### config.mk
export PLATFORM = sky130hd
export DESIGN_NAME = ac97_frame_tx
export DESIGN_NICKNAME = d
export VERILOG_FILES = /design/src/rtl/ac97_frame_tx.sv
export SDC_FILE = /design/constraint.sdc
export NUM_CORES = 1
export LEC_CHECK = 0
export CORE_UTILIZATION = 55
export DETAILED_ROUTE_END_ITERATION = 8
export GPL_TIMING_DRIVEN = 0
export PLACE_DENSITY = 0.8
export RECOVER_POWER = 50
export SYNTH_ARGS = -nofsm -noshare
export SYNTH_HDL_FRONTEND = slang
export SYNTH_SLANG_ARGS = --single-unit
### constraint.sdc
create_clock -name fclk -period 2.8 [get_ports fclk]
set_input_delay 0.56 -clock fclk [delete_from_list [all_inputs] [get_ports fclk]]
set_output_delay 0.56 -clock fclk [all_outputs]
set_load 0.05 [all_outputs]
### src/rtl/ac97_frame_tx.sv
// AC'97 playback-direction frame builder: serializes 256-bit AC-link output frames
// carrying one stereo sample pair (slots 3/4) and an optional register write (slots 1/2).
module ac97_frame_tx (
  input  logic        fclk,
  input  logic        freset,
  input  logic        aBitClk,
  output logic        aSDO,
  output logic        aSync,
  input  logic [15:0] fAudLIn,
  input  logic [15:0] fAudRIn,
  input  logic        fSampleValid,
  output logic        fSampleReady,
  input  logic [6:0]  fCmdAddr,
  input  logic [15:0] fCmdData,
  input  logic        fCmdValid,
  output logic        fCmdReady,
  output logic        fFrameStart,
  output logic        fUnderrun
);

  logic [2:0]  bclk_q;
  logic        tick, frame_start, samp_xfer, cmd_xfer;
  logic [7:0]  cnt_q, cnt_d;

  logic        samp_full_q, samp_full_d, samp_rdy_q, samp_rdy_d;
  logic [15:0] samp_l_q, samp_l_d, samp_r_q, samp_r_d;
  logic        cmd_full_q, cmd_full_d, cmd_rdy_q, cmd_rdy_d;
  logic [6:0]  cmd_addr_q, cmd_addr_d;
  logic [15:0] cmd_data_q, cmd_data_d;

  logic        frm_samp_q, frm_samp_d, frm_cmd_q, frm_cmd_d;
  logic [15:0] frm_l_q, frm_l_d, frm_r_q, frm_r_d, frm_data_q, frm_data_d;
  logic [6:0]  frm_addr_q, frm_addr_d;

  logic        sdo_q, sdo_d, sync_q, sync_d, start_q, start_d, und_q, und_d;
  logic [15:0] tag;
  logic [19:0] slot1, slot2, slot3, slot4;
  logic        frame_bit;

  // Bit clock synchronizer; left unreset so a reset never fabricates a rising edge.
  always_ff @(posedge fclk) begin
    bclk_q <= {bclk_q[1:0], aBitClk};
  end

  assign tick        = bclk_q[1] & ~bclk_q[2];
  assign frame_start = tick & (cnt_q == 8'd0);
  assign samp_xfer   = fSampleValid & samp_rdy_q;
  assign cmd_xfer    = fCmdValid & cmd_rdy_q;
  assign cnt_d       = tick ? (cnt_q + 8'd1) : cnt_q;

  // Select the bit for the current count from the latched frame contents.
  always_comb begin
    tag   = {1'b1, frm_cmd_q, frm_cmd_q, frm_samp_q, frm_samp_q, 11'd0};
    slot1 = frm_cmd_q  ? {1'b0, frm_addr_q, 12'd0} : 20'd0;
    slot2 = frm_cmd_q  ? {frm_data_q, 4'd0}        : 20'd0;
    slot3 = frm_samp_q ? {frm_l_q, 4'd0}           : 20'd0;
    slot4 = frm_samp_q ? {frm_r_q, 4'd0}           : 20'd0;
    if (cnt_q < 8'd16) begin
      frame_bit = tag[4'(8'd15 - cnt_q)];
    end else if (cnt_q < 8'd36) begin
      frame_bit = slot1[5'(8'd35 - cnt_q)];
    end else if (cnt_q < 8'd56) begin
      frame_bit = slot2[5'(8'd55 - cnt_q)];
    end else if (cnt_q < 8'd76) begin
      frame_bit = slot3[5'(8'd75 - cnt_q)];
    end else if (cnt_q < 8'd96) begin
      frame_bit = slot4[5'(8'd95 - cnt_q)];
    end else begin
      frame_bit = 1'b0;
    end
  end

  // Frame-start capture of the holding registers into the frame registers.
  always_comb begin
    if (frame_start) begin
      frm_samp_d = samp_full_q;
      frm_l_d    = samp_l_q;
      frm_r_d    = samp_r_q;
      frm_cmd_d  = cmd_full_q;
      frm_addr_d = cmd_addr_q;
      frm_data_d = cmd_data_q;
    end else begin
      frm_samp_d = frm_samp_q;
      frm_l_d    = frm_l_q;
      frm_r_d    = frm_r_q;
      frm_cmd_d  = frm_cmd_q;
      frm_addr_d = frm_addr_q;
      frm_data_d = frm_data_q;
    end
  end

  // Holding registers: a transfer on the frame-start cycle lands for the next frame.
  always_comb begin
    samp_full_d = samp_full_q & ~frame_start;
    cmd_full_d  = cmd_full_q & ~frame_start;
    if (samp_xfer) begin
      samp_full_d = 1'b1;
      samp_l_d    = fAudLIn;
      samp_r_d    = fAudRIn;
    end else begin
      samp_l_d    = samp_l_q;
      samp_r_d    = samp_r_q;
    end
    if (cmd_xfer) begin
      cmd_full_d = 1'b1;
      cmd_addr_d = fCmdAddr;
      cmd_data_d = fCmdData;
    end else begin
      cmd_addr_d = cmd_addr_q;
      cmd_data_d = cmd_data_q;
    end
    samp_rdy_d = ~samp_full_d;
    cmd_rdy_d  = ~cmd_full_d;
  end

  assign sdo_d   = tick ? frame_bit : sdo_q;
  assign sync_d  = tick ? (cnt_q < 8'd16) : sync_q;
  assign start_d = frame_start;
  assign und_d   = frame_start & ~samp_full_q;

  // State and registered outputs.
  always_ff @(posedge fclk) begin
    if (freset) begin
      cnt_q       <= 8'd0;
      samp_full_q <= 1'b0;
      samp_rdy_q  <= 1'b0;
      samp_l_q    <= 16'd0;
      samp_r_q    <= 16'd0;
      cmd_full_q  <= 1'b0;
      cmd_rdy_q   <= 1'b0;
      cmd_addr_q  <= 7'd0;
      cmd_data_q  <= 16'd0;
      frm_samp_q  <= 1'b0;
      frm_l_q     <= 16'd0;
      frm_r_q     <= 16'd0;
      frm_cmd_q   <= 1'b0;
      frm_addr_q  <= 7'd0;
      frm_data_q  <= 16'd0;
      sdo_q       <= 1'b0;
      sync_q      <= 1'b0;
      start_q     <= 1'b0;
      und_q       <= 1'b0;
    end else begin
      cnt_q       <= cnt_d;
      samp_full_q <= samp_full_d;
      samp_rdy_q  <= samp_rdy_d;
      samp_l_q    <= samp_l_d;
      samp_r_q    <= samp_r_d;
      cmd_full_q  <= cmd_full_d;
      cmd_rdy_q   <= cmd_rdy_d;
      cmd_addr_q  <= cmd_addr_d;
      cmd_data_q  <= cmd_data_d;
      frm_samp_q  <= frm_samp_d;
      frm_l_q     <= frm_l_d;
      frm_r_q     <= frm_r_d;
      frm_cmd_q   <= frm_cmd_d;
      frm_addr_q  <= frm_addr_d;
      frm_data_q  <= frm_data_d;
      sdo_q       <= sdo_d;
      sync_q      <= sync_d;
      start_q     <= start_d;
      und_q       <= und_d;
    end
  end

  assign aSDO         = sdo_q;
  assign aSync        = sync_q;
  assign fSampleReady = samp_rdy_q;
  assign fCmdReady    = cmd_rdy_q;
  assign fFrameStart  = start_q;
  assign fUnderrun    = und_q;

endmodule

## Yosys cells after proc, flatten, opt, wreduce, memory -nomap -nowiden

Cells that the tools add are included.

- Logic and storage cells: 70
- Output and inout bits: 6
- Bits in registers: 131

- $add $sub $neg: 6
- Reductions and logical operators: 1
- Mux-type cells: 21
- Bitwise gates (word level): 12
- Magnitude comparators: 10

Operators with widths:

| cell | number |
|---|---|
| $mux W20 | 3 |
| $lt A5 B6 Y1 const B | 4 |
| $bmux W1 S5 | 4 |
| $mux W19 | 1 |
| $lt A8 B6 Y1 const B | 2 |
| $lt A8 B7 Y1 const B | 2 |
| $mux W1 | 12 |
| $sub A5 B5 Y5 const A | 2 |
| $add A8 B1 Y8 const B | 1 |
| $logic_not A8 Y1 | 1 |
| $lt A8 B5 Y1 const B | 1 |
| $and A1 B1 Y1 | 7 |
| $lt A4 B5 Y1 const B | 1 |
| $not A1 Y1 | 5 |
| $sub A2 B5 Y5 const A | 1 |
| $sub A4 B5 Y5 const A | 1 |
| $bmux W1 S4 | 1 |
| $sub A4 B4 Y4 const A | 1 |

## Logic depth before layout (Yosys ltp)

Gate-level depths: netlist (run 1).

- Depth after elaboration: 8
- Gate-level depth with buffers: 11
- Depth with buffers taken out: 8

## Least setup slack after synthesis (run 1)

OpenSTA, ideal clock, no wires.

- Path type: register to register
- From: reg cnt_q[2]
- To: reg sdo_q, in the netlist aSDO
- Setup slack: 0.718 ns
- Clock period less this slack: 2.082 ns
- Data arrival time: 1.995 ns
- Stages on the path, launching flop included: 10
- Path through: dfxtp_1 buf_2 buf_2 inv_1 ha_1 clkbuf_1 o41ai_2 nand4_1 a311o_1 o31ai_1

- Longest elaborated chain between the ends: 8
- Elaborated cells between the ends (all ways): 25
- Those cells by class: 5 x add/sub; 5 x order compare; 15 x mux

RTL lines:

| item | line | source |
|---|---|---|
| from (decl) | 23 | `logic [7:0] cnt_q, cnt_d;` |
| from (signal assigned) | 144 | `cnt_q <= cnt_d;` |
| $sub A5 B5 Y5 | 67 | `frame_bit = slot4[5'(8'd95 - cnt_q)];` |
| $bmux W1 S5 | 67 |  |
| $mux W1 (implied by the code) | 67 |  |
| $mux W1 | 66 | `end else if (cnt_q < 8'd96) begin` |
| $mux W1 | 64 | `end else if (cnt_q < 8'd76) begin` |
| $mux W1 | 62 | `end else if (cnt_q < 8'd56) begin` |
| $mux W1 | 60 | `end else if (cnt_q < 8'd36) begin` |
| $mux W1 (*) | 58 | `if (cnt_q < 8'd16) begin` |
| to (signal assigned) | 159 | `sdo_q <= sdo_d;` |
| to (decl) | 35 | `logic sdo_q, sdo_d, sync_q, sync_d, start_q, start_d, und_q, und_d;` |

Mark *: on every way between the ends. The rest lies on a longest branch, timed or not. The select of a mux whose other input is x is not followed.
A chain may end at the register's enable or synchronous reset.

## Worst setup path after layout (run 1)

Ends and elaborated chain as after synthesis.

==> results.md, run 1 <==
* Hold Path Origin: bclk_q[0]$_DFF_P_
* Chip width at about 100 um
* Number of max-cap violations at 0
* Clk_lat worst skew at 0.52 ns
* Worst-margin pin slew at 0.666 ns
* Min-delay worst type: flop to flop
* Area of the multi-input gates at 2390 um^2
* Share of cells above drive strength 1 at 7.34%
* CP endpoint kind: flop
* CTS buffer count at 17
* Starting density of the core at 57.0%
* Clock power share at 47.5%
* Final period utilization at 87.2%
* RSZ-0062 raised after global routing: false
* Syn Nets at slightly above 700
* Core ar. at 9280 um^2
* Outcome: finished clean
* Crit path DAT at 2.87 ns
* Max Freq at 410 MHz
* DRT Pass-1 Iters at 4
* Mean post-synth cell area at about 8.3 um^2
* VDD IR max at 472 uV
* CTS sink count at roughly 130
* Area grow syn2layout at 26.2%
* Post-CTS setup buffer count at 0
* Sw power at 1.06 mW
* PortBufs at 65
* Worst R2R Start: cnt_q[2]$_SDFFE_PP0P_
* Top FF cell, synth: dfxtp_1
* Top-area cell type share of the netlist area at 49.6%
* Hold-fix buffers at CTS at 0
* Grt ovf at 0
* Initial DRC count at 199
* Number of global-route vias before repair at 4,545
* # resized after CTS at 0
* FILL cells at 742
* Synth area leaders: dfxtp_1 50%, nand2_1 17%, a21oi_1 11%
* Clock Path Buffers at 2
* Setup CP Type: flop to flop
* ANT nets after route at 0
* Final Cell Area at ~6700 um^2
* Die area at roughly 10,000 um^2
* Int Pwr at approximately 3.4 mW
* Htree depth at 4
* Critical Path Start: cnt_q[2]$_SDFFE_PP0P_
* Most frequent cells in the layout: 233 x nand2_1, 131 x dfxtp_1, 116 x a21oi_1, 63 x clkdlybuf4s50_1, 30 x clkbuf_1
* First-pass GRT wire length at 21,200 um
* CP Depth at 9
* Routed vias/inst at 5.42
* Warnings from Yosys at 0
* Commonest non-fill, non-tap cell in the layout: nand2_1
* Antenna fix cells at 0
* Clock-pin slew on the worst setup and hold paths at 0.06 ns
* HPWL after DPL at 9100 um
* Delay-heaviest family, CP: buffers and inverters
* Most used cell, CP: buf_2
* Power Density at between 600 and 700 nW/um^2
* Vias at 4,690
* Register Area at 2620 um^2
* Max incr delay on CP at roughly 0.37 ns
* Sw Ratio at 23.8%
* Setup_tns at 0 ns
* Gate count of the mapped netlist at 640
* Slew Limit Fails at 0
* Worst path cell trace: buf_2 > buf_2 > inv_1 > ha_1 > clkbuf_1 > o41ai_2 > nand4_1 > a311o_1 > o31ai_1
* WL per Instance at 14.7 um
* Leak pwr at around 2.3 nW
* Worst Skew at between 0.007 and 0.008 ns
* Worst hold stages at 0
* Reg2Reg Depth at 9
* Core Rows at 35
* NumNets Final at 789
* Seq pwr share at 44.0%
* Synthesized cell area at approximately 5300 um^2
* Count of flip-flops with a built-in enable after synthesis at 0
* Rel. slew slack at between 50% and 60%
* Post-DP Area at 6100 um^2
* Final setup fails at 0
* Critical path's slowest cell: o41ai_2
* Total Wirelength at 12,700 um
* CP max FO at 10
* Fraction of power consumed by combinational cells at 8.5%
* Worst setup SP type: flop
* Initial antenna violation count at 0
* Seq/Total Area, Yosys at 49.6%
* Min cycle time layout at 2.44 ns
* Final Hold Viols at 0
* Io pins at 66
* Buf+Inv Stages, Crit Path at 4
* DRC at 0
* CP required at 3.23 ns
* Final Wtd Congestion at 0.850
* CTS tree: done
* Root buffer cell: clkbuf_8
* Gr usage total at between 20 and 30%
* Largest net degree at the start of global routing at 17
* Distinct cells, synth at 43
* Async SR Flop Fraction at 0%
* Post-synthesis register bit count at 131
* Die height at ~100 um
* Dominant cell type by area after synthesis: dfxtp_1
-- metal layers --
| layer | global-route usage [%] | part of all wire [%] |
|---|---|---|
| met5 | 0 | 0 |
| met4 | 9.48 | 1.3 |
| met3 | 6.96 | 4.9 |
| met2 | 45.3 | 48 |
| met1 | 35.9 | 46 |
-- state kept, by name, summed over array words and instances (netlist names), 3 cells and up --
name / cells
samp_l_q: 16
samp_r_q: 16
cmd_data_q: 16
cnt_q: 8
bclk_q: 3
frm_data_q: 16
cmd_addr_q: 7
frm_addr_q: 7
frm_l_q: 16
frm_r_q: 16
-- worst paths after layout --
check	endpoint	slack, ns
min	bclk_q[1]$_DFF_P_	0.33
max	aSDO$_SDFFE_PP0P_	0.36
max reg2reg	aSDO$_SDFFE_PP0P_	0.36
min reg2reg	bclk_q[1]$_DFF_P_	0.33
-- power groups by stage --
stage | Sequential, mW | Combinational [mW] | Clock [mW]
finish | 1.96 | 0.379 | 2.12
global route | 1.97 | 0.417 | 2.22
CTS | 1.96 | 0.379 | 2.14
detailed placement | 2.00 | 0.376 | 0
global placement | 2.00 | 0.367 | 0
floorplan | 2.01 | 0.194 | 0
-- logic make-up after synthesis --
| group | after synthesis | share of synthesized area [%] |
|---|---|---|
| AOI/OAI and AO/OA | 136 | 13.6 |
| adders and majority gates | 5 | 1.18 |
| xor gates and xnor gates | 8 | 1.33 |
| DFF | 131 | 49.6 |
| buffers and inverters | 56 | 5.11 |
| muxes | 19 | 6.96 |
| and+or+nand+nor | 285 | 22.2 |
-- layout make-up --
type	count	share of cell area, %
buffer	48	3.58
inverter	8	0.450
multi-input combinational	453	35.9
clock buffer	19	6.62
tap	129	2.42
sequential	131	39.3
timing repair buffer	65	9.75
clock inverter	12	1.97
-- through the flow --
stage	instances	utilization [%]	hold WS [ns]	power (mW)	setup WS (ns)
6_report	865	71.9	0.333	4.46	0.359
5_1_grt	865	71.9	0.337	4.61	0.154
4_1_cts	865	71.9	0.333	4.48	0.376
3_5_place_dp	834	65.7	0.314	2.38	0.404
3_3_place_gp	834	65.7	0.318	2.37	0.405
2_1_floorplan	640	-	0.310	2.21	0.718
-- Yosys cell counts, types with 2 or more instances --
master	instances
and2_1	2
a31oi_1	2
xor2_1	2
buf_2	7
nand2_1	233
inv_1	8
o22ai_1	2
buf_4	5
mux4_1	9
clkbuf_1	29
dfxtp_1	131
o31ai_1	2
nor2b_1	3
xnor2_1	6
mux4_2	2
buf_1	3
nand3_1	9
nand4_1	8
a21oi_1	116
mux2i_1	6
or3_1	2
buf_6	3
and3_1	2
nand3b_1	2
nor4_1	2
nor2_1	16
o21ai_0	8
ha_1	5
No activity file was read; power rests on OpenSTA's default activity.
==> inputs of run 2 (changes only) <==
--- a/config.mk
+++ b/config.mk
@@ -6,9 +6,11 @@
 export NUM_CORES = 1
 export LEC_CHECK = 0
-export CORE_UTILIZATION = 55
+export CORE_UTILIZATION = 63
 export DETAILED_ROUTE_END_ITERATION = 8
+export DONT_BUFFER_PORTS = 1
 export GPL_TIMING_DRIVEN = 0
 export PLACE_DENSITY = 0.8
 export RECOVER_POWER = 50
+export SETUP_SLACK_MARGIN = 0.15
 export SYNTH_ARGS = -nofsm -noshare
 export SYNTH_HDL_FRONTEND = slang
==> constraint.sdc (replaced) <==
create_clock -name fclk -period 2.8 [get_ports fclk]
set_input_delay 0.7 -clock fclk [delete_from_list [all_inputs] [get_ports fclk]]
set_output_delay 0.7 -clock fclk [all_outputs]
set_load 0.05 [all_outputs]
==> run 2 against run 1 <==
  * Global-route usage increased by 1.9 points
  * Largest cell class unchanged
  * Cell area decreased by 10%
  * Die area decreased by 12%
  * Via count decreased by 4.9%
  * Critical path depth unchanged
  * Sequential power about the same
  * Flip-flop and latch count unchanged
  * Fmax decreased by 1.5%
  * Core utilization increased by 1.3 points
  * Highest routed layer unchanged
  * Sequential share of layout area increased by 4.5 points
  * Cell count decreased by 10%
==> results.md, run 2 (synthesis results as in run 1) <==
* Outcome: finished clean
* R2r setup slk at 0.32 ns (-0.04 ns)
* Delay-heaviest family, CP: buffers and inverters
* NumNets Final at 724 (-8.2%)
* Core Rows at 33 (-5.7%)
* CTS sink count at 131 (unchanged)
* Share of cells above drive strength 1 at 8.18% (+0.85 points)
* DRT Pass-1 Iters at 6 (+2)
* Worst setup SP type: flop
* Fraction of power consumed by combinational cells at 6.0% (-2.5 points)
* Antenna fix cells at 0 (unchanged)
* Sw Ratio at 26.6% (+2.8 points)
* Reg2Reg Depth at 9 (unchanged)
* ANT nets after route at 0 (unchanged)
* Clock-pin slew on the worst setup and hold paths at 0.06 ns (about the same)
* Core ar. at 8180 um^2 (-12%)
* WL per Instance at 15.8 um (+7.5%)
* First-pass GRT wire length at 19,800 um (-6.7%)
* Min cycle time layout at 2.48 ns (+0.0383 ns)
* Grt ovf at 0 (unchanged)
* Die height at 93.6 um (-6.4%)
* Critical Path Start: cnt_q[2]$_SDFFE_PP0P_
* Post-DP Area at 5420 um^2 (-11%)
* Htree depth at 4 (unchanged)
* Routed vias/inst at 5.74 (+5.8%)
* Worst-margin pin slew at 0.616 ns (-0.0504 ns)
* Number of max-cap violations at 0 (unchanged)
* HPWL after DPL at 8510 um (-6.5%)
* Seq pwr share at 46.1% (+2.1 points)
* Clk_lat worst skew at 0.52 ns (about the same)
* Rel. slew slack at 58.9% (+3.4 points)
* Final Wtd Congestion at 0.862 (+1.5%)
* CP Depth at 9 (unchanged)
* Setup_tns at 0 ns (unchanged)
* Power Density at 721 nW/um^2 (+7.8%)
* Sw power at 1.15 mW (+8.1%)
* Leak pwr at 2.09 nW (-11%)
* CTS tree: done
* Worst R2R Start: cnt_q[2]$_SDFFE_PP0P_
* Vias at 4,459 (-4.9%)
* CP max FO at 10 (unchanged)
* CP required at 3.23 ns (about the same)
* Clock Path Buffers at 2 (unchanged)
* Crit path DAT at 2.91 ns (+0.04 ns)
* Post-CTS setup buffer count at 0 (unchanged)
* Total Wirelength at 12,300 um (-3.5%)
* Min-delay worst type: input pin to flop
* Most frequent cells in the layout: 233 x nand2_1, 131 x dfxtp_1, 116 x a21oi_1, 30 x clkbuf_1
* Worst path cell trace: buf_2 > buf_2 > inv_1 > ha_1 > clkbuf_1 > nand4_1 > a221oi_1 > a21oi_2 > o31ai_1
* Critical path's slowest cell: a221oi_1
* Most used cell, CP: buf_2
* Final Cell Area at 5980 um^2 (-10%)
* RSZ-0062 raised after global routing: false
* Area grow syn2layout at 13.1%
* Hold-fix buffers at CTS at 0 (unchanged)
* Buf+Inv Stages, Crit Path at 4 (unchanged)
* Die area at 8760 um^2 (-12%)
* WHS at 0.208 ns (-0.125 ns)
* Max incr delay on CP at 0.34 ns (-0.03 ns)
* Initial DRC count at 267 (+34%)
* R2R Path End: aSDO$_SDFFE_PP0P_
* Worst Skew at 0.0101 ns (+0.00238 ns)
* Max Freq at 403 MHz (-1.5%)
* VDD IR max at 535 uV (+13%)
* Clock power share at 47.9% (+0.4 points)
* PortBufs at 0 (-100%)
* Largest net degree at the start of global routing at 17 (unchanged)
* Final Hold Viols at 0 (unchanged)
* Io pins at 66 (unchanged)
* Gr usage total at 29.6% (+1.9 points)
* Commonest non-fill, non-tap cell in the layout: nand2_1
* Setup CP Type: flop to flop
* Starting density of the core at 64.7% (+7.7 points)
* Number of global-route vias before repair at 4,237 (-6.8%)
* Slew Limit Fails at 0 (unchanged)
* # resized after CTS at 0 (unchanged)
* Final period utilization at 88.6% (+1.4 points)
* CTS buffer count at 17 (unchanged)
* DRC at 0 (unchanged)
* Chip width at 93.6 um (-6.4%)
* Final setup fails at 0 (unchanged)
* CP endpoint kind: flop
* Initial antenna violation count at 0 (unchanged)
* Int Pwr at 3.16 mW (-6.9%)
* Critical path capture point: aSDO$_SDFFE_PP0P_
* Root buffer cell: clkbuf_8
[run 2: worst min path at each step]
| stage | from | endpoint | slack [ns] | cells past startpoint |
|---|---|---|---|---|
| 2_1_floorplan | bclk_q[0]$_DFF_P_ | bclk_q[1]$_DFF_P_ | 0.31 | 0 |
| 3_3_place_gp | bclk_q[0]$_DFF_P_ | bclk_q[1]$_DFF_P_ | 0.32 | 0 |
| 3_5_place_dp | bclk_q[0]$_DFF_P_ | bclk_q[1]$_DFF_P_ | 0.32 | 0 |
| 4_1_cts | aBitClk | bclk_q[0]$_DFF_P_ | 0.20 | 0 |
| 5_1_grt | aBitClk | bclk_q[0]$_DFF_P_ | 0.19 | 0 |
| 6_report | aBitClk | bclk_q[0]$_DFF_P_ | 0.21 | 0 |
[run 2: per-layer routing]
| metal | global-route usage (%) | routed length, um | vias up |
|---|---|---|---|
| li1 | - | - | 2177 |
| met1 | 37.4 | 5430 | 2133 |
| met2 | 48.9 | 6060 | 124 |
| met3 | 7.32 | 587 | 25 |
| met4 | 11.3 | 214 | 0 |
| met5 | 0 | 0 | - |
[run 2: stage by stage]
stage	utilization [%]	std cells	total power [mW]	worst slack, ns
finish	73.1	777	4.31	0.320
global route	73.1	777	4.44	0.171
CTS	73.2	777	4.32	0.353
detailed placement	66.3	745	2.28	0.398
global placement	66.3	745	2.27	0.436
floorplan	-	640	2.21	0.718
[run 2: layout make-up]
| class | instances | area (um^2) |
|---|---|---|
| buffer | 48 | 239 |
| clock buffer | 18 | 428 |
| fill | 624 | 2200 |
| inverter | 8 | 30.0 |
| tap | 105 | 131 |
| multi-input combinational | 453 | 2390 |
| clock inverter | 14 | 134 |
| sequential | 131 | 2620 |
[run 2: power groups by stage]
| stage | Clock (mW) | Sequential (mW) | Combinational [mW] |
|---|---|---|---|
| 2_1_floorplan | 0 | 2.01 | 0.194 |
| 3_3_place_gp | 0 | 2.02 | 0.248 |
| 3_5_place_dp | 0 | 2.03 | 0.256 |
| 4_1_cts | 2.08 | 1.98 | 0.259 |
| 5_1_grt | 2.16 | 1.99 | 0.290 |
| 6_report | 2.06 | 1.99 | 0.260 |
==> inputs of run 3 (changes only) <==
Settings changed: CORE_UTILIZATION 63 to 65, CTS_BUF_LIST set to sky130_fd_sc_hd__clkbuf_4, PLACE_DENSITY 0.8 to 0.82.
==> run 3 against run 2 <==
  * Clock skew is 0.013 ns higher
  * Setup slack improved by 0.046 ns
  * Global-route usage rose by 0.14 points
  * Largest power group is now sequential cells
==> results.md, run 3 (synthesis results as in run 1) <==
* DRT Pass-1 Iters at 5 (-1)
* Io pins at 66 (unchanged)
* # resized after CTS at 0 (unchanged)
* NumNets Final at 724 (unchanged)
* Grt ovf at 0 (unchanged)
* Max Freq at 411 MHz (+1.9%)
* Clock-pin slew on the worst setup and hold paths at 0.13 ns (+0.07 ns)
* First-pass GRT wire length at 19,200 um (-3.0%)
* Outcome: finished clean
* Int Pwr at 2.58 mW (-18%)
* Reg2Reg Depth at 10 (+1)
* HPWL after DPL at 8490 um (-0.20%)
* CTS sink count at 131 (unchanged)
* Power Density at 628 nW/um^2 (-13%)
* CP max FO at 10 (unchanged)
* Htree depth at 4 (unchanged)
* Die area at 8500 um^2 (-3.0%)
* CTS buffer count at 17 (unchanged)
* Area grow syn2layout at 8.14%
* Share of cells above drive strength 1 at 8.18% (unchanged)
* Hold-fix buffers at CTS at 0 (unchanged)
* Total Wirelength at 11,900 um (-3.0%)
* Number of global-route vias before repair at 4,018 (-5.2%)
* Worst Skew at 0.0230 ns (+0.0129 ns)
* Chip width at 92.2 um (-1.5%)
* Largest net degree at the start of global routing at 17 (unchanged)
* Die height at 92.2 um (-1.5%)
* Worst-margin pin slew at 0.582 ns (-0.0341 ns)
* Min cycle time layout at 2.43 ns (-0.0462 ns)
* Worst R2R Start: cnt_q[2]$_SDFFE_PP0P_
* Initial antenna violation count at 0 (unchanged)
* Starting density of the core at 67.7% (+3.0 points)
* Final period utilization at 86.9% (-1.7 points)
* Clock Path Buffers at 2 (unchanged)
* Max incr delay on CP at 0.36 ns (+0.02 ns)
* Critical Path Start: cnt_q[2]$_SDFFE_PP0P_
* Most frequent cells in the layout: 233 x nand2_1, 131 x dfxtp_1, 116 x a21oi_1, 30 x clkbuf_1, 18 x clkbuf_4
* Buf+Inv Stages, Crit Path at 4 (unchanged)
* Sw power at 1.01 mW (-12%)
* ANT nets after route at 0 (unchanged)
* Number of max-cap violations at 0 (unchanged)
* Critical path's slowest cell: dfxtp_1
* Commonest non-fill, non-tap cell in the layout: nand2_1
* Routed vias/inst at 5.74 (about the same)
* Crit path DAT at 2.89 ns (-0.02 ns)
* Clk_lat worst skew at 0.54 ns (+0.02 ns)
* CTS tree: done
* Gr usage total at 29.8% (+0.14 points)
* Delay-heaviest family, CP: buffers and inverters
* Min-delay worst type: input pin to flop
* Slew Limit Fails at 0 (unchanged)
* Antenna fix cells at 0 (unchanged)
* Final Hold Viols at 0 (unchanged)
* Rel. slew slack at 61.2% (+2.3 points)
* Worst setup SP type: flop
* Seq pwr share at 55.2% (+9.1 points)
* CP Depth at 10 (+1)
* Hold worst-path end: bclk_q[0]$_DFF_P_
* Setup_tns at 0 ns (unchanged)
* DRC at 0 (unchanged)
* Final Wtd Congestion at 0.875 (+1.4%)
* Core ar. at 7810 um^2 (-4.5%)
* CP endpoint kind: flop
* Pwr Total at 3.59 mW (-17%)
* RSZ-0062 raised after global routing: false
* Sw Ratio at 28.1% (+1.5 points)
* Hold Path Origin: aBitClk
* Leak pwr at 1.98 nW (-5.1%)
* Final setup fails at 0 (unchanged)
* Initial DRC count at 234 (-12%)
* R2r setup slk at 0.37 ns (+0.05 ns)
* Worst hold stages at 0 (unchanged)
* CP required at 3.26 ns (+0.03 ns)
* Setup CP Type: flop to flop
* Core Rows at 32 (-3.0%)
* PortBufs at 0 (unchanged)
* Clock power share at 37.4% (-10 points)
* Fraction of power consumed by combinational cells at 7.3% (+1.3 points)
* WL per Instance at 15.4 um (-2.7%)
* VDD IR max at 489 uV (-8.5%)
* Worst path cell trace: buf_2 > buf_2 > inv_1 > ha_1 > clkbuf_1 > nand4_1 > o41ai_2 > nand4_1 > a311o_1 > o31ai_1
* Root buffer cell: clkbuf_4
* R2R Path End: aSDO$_SDFFE_PP0P_
* Post-CTS setup buffer count at 0 (unchanged)
* Vias at 4,441 (-0.40%)
## run 3: cell count changes in the layout (fill, tap and decap cells not counted), moves of 2 or more
cell | before | now
clkbuf_4 | 0 | 18
clkbuf_16 | 16 | 0
bufinv_16 | 0 | 2
inv_6 | 6 | 3
clkbuf_8 | 3 | 1
## run 3: worst max path at each step
| stage | endpoint | slack [ns] |
|---|---|---|
| floorplan | aSDO$_SDFFE_PP0P_ | 0.72 |
| global placement | aSDO$_SDFFE_PP0P_ | 0.41 |
| detailed placement | aSDO$_SDFFE_PP0P_ | 0.40 |
| CTS | aSDO$_SDFFE_PP0P_ | 0.39 |
| global route | frm_r_q[1]$_SDFFE_PP0P_ | 0.24 |
| finish | aSDO$_SDFFE_PP0P_ | 0.37 |
## run 3: layout make-up
cell class	count	area [um^2]
clock buffers	18	135
inverters	8	30.0
multi-input cells	453	2390
flip-flops and latches	131	2620
clock inverters	14	169
plain buffers	48	239
well taps	102	128
fillers	642	2090
## run 3: per-layer routing
layer	wire length, um	global-route usage (%)
met3	843	8.04
met1	5270	38.9
met2	5690	47.9
met4	118	9.77
met5	0	0
## run 3: power groups by stage
stage                     logic, mW  clock network (mW)  registers [mW]
final                         0.263                1.34            1.98
after global routing          0.291                1.44            1.99
after CTS                     0.262                1.35            1.98
after detailed placement      0.260                   0            2.02
after global placement        0.250                   0            2.02
after floorplan               0.194                   0            2.01
## run 3: stage by stage
stage | instance area, um^2 | hold slack [ns] | util (%) | cells | setup WS [ns]
2_1_floorplan | 5290 | 0.310 | - | 640 | 0.718
3_3_place_gp | 5420 | 0.318 | 69.4 | 742 | 0.412
3_5_place_dp | 5420 | 0.320 | 69.4 | 742 | 0.397
4_1_cts | 5720 | 0.171 | 73.3 | 774 | 0.386
5_1_grt | 5720 | 0.138 | 73.2 | 774 | 0.245
6_report | 5720 | 0.193 | 73.2 | 774 | 0.367
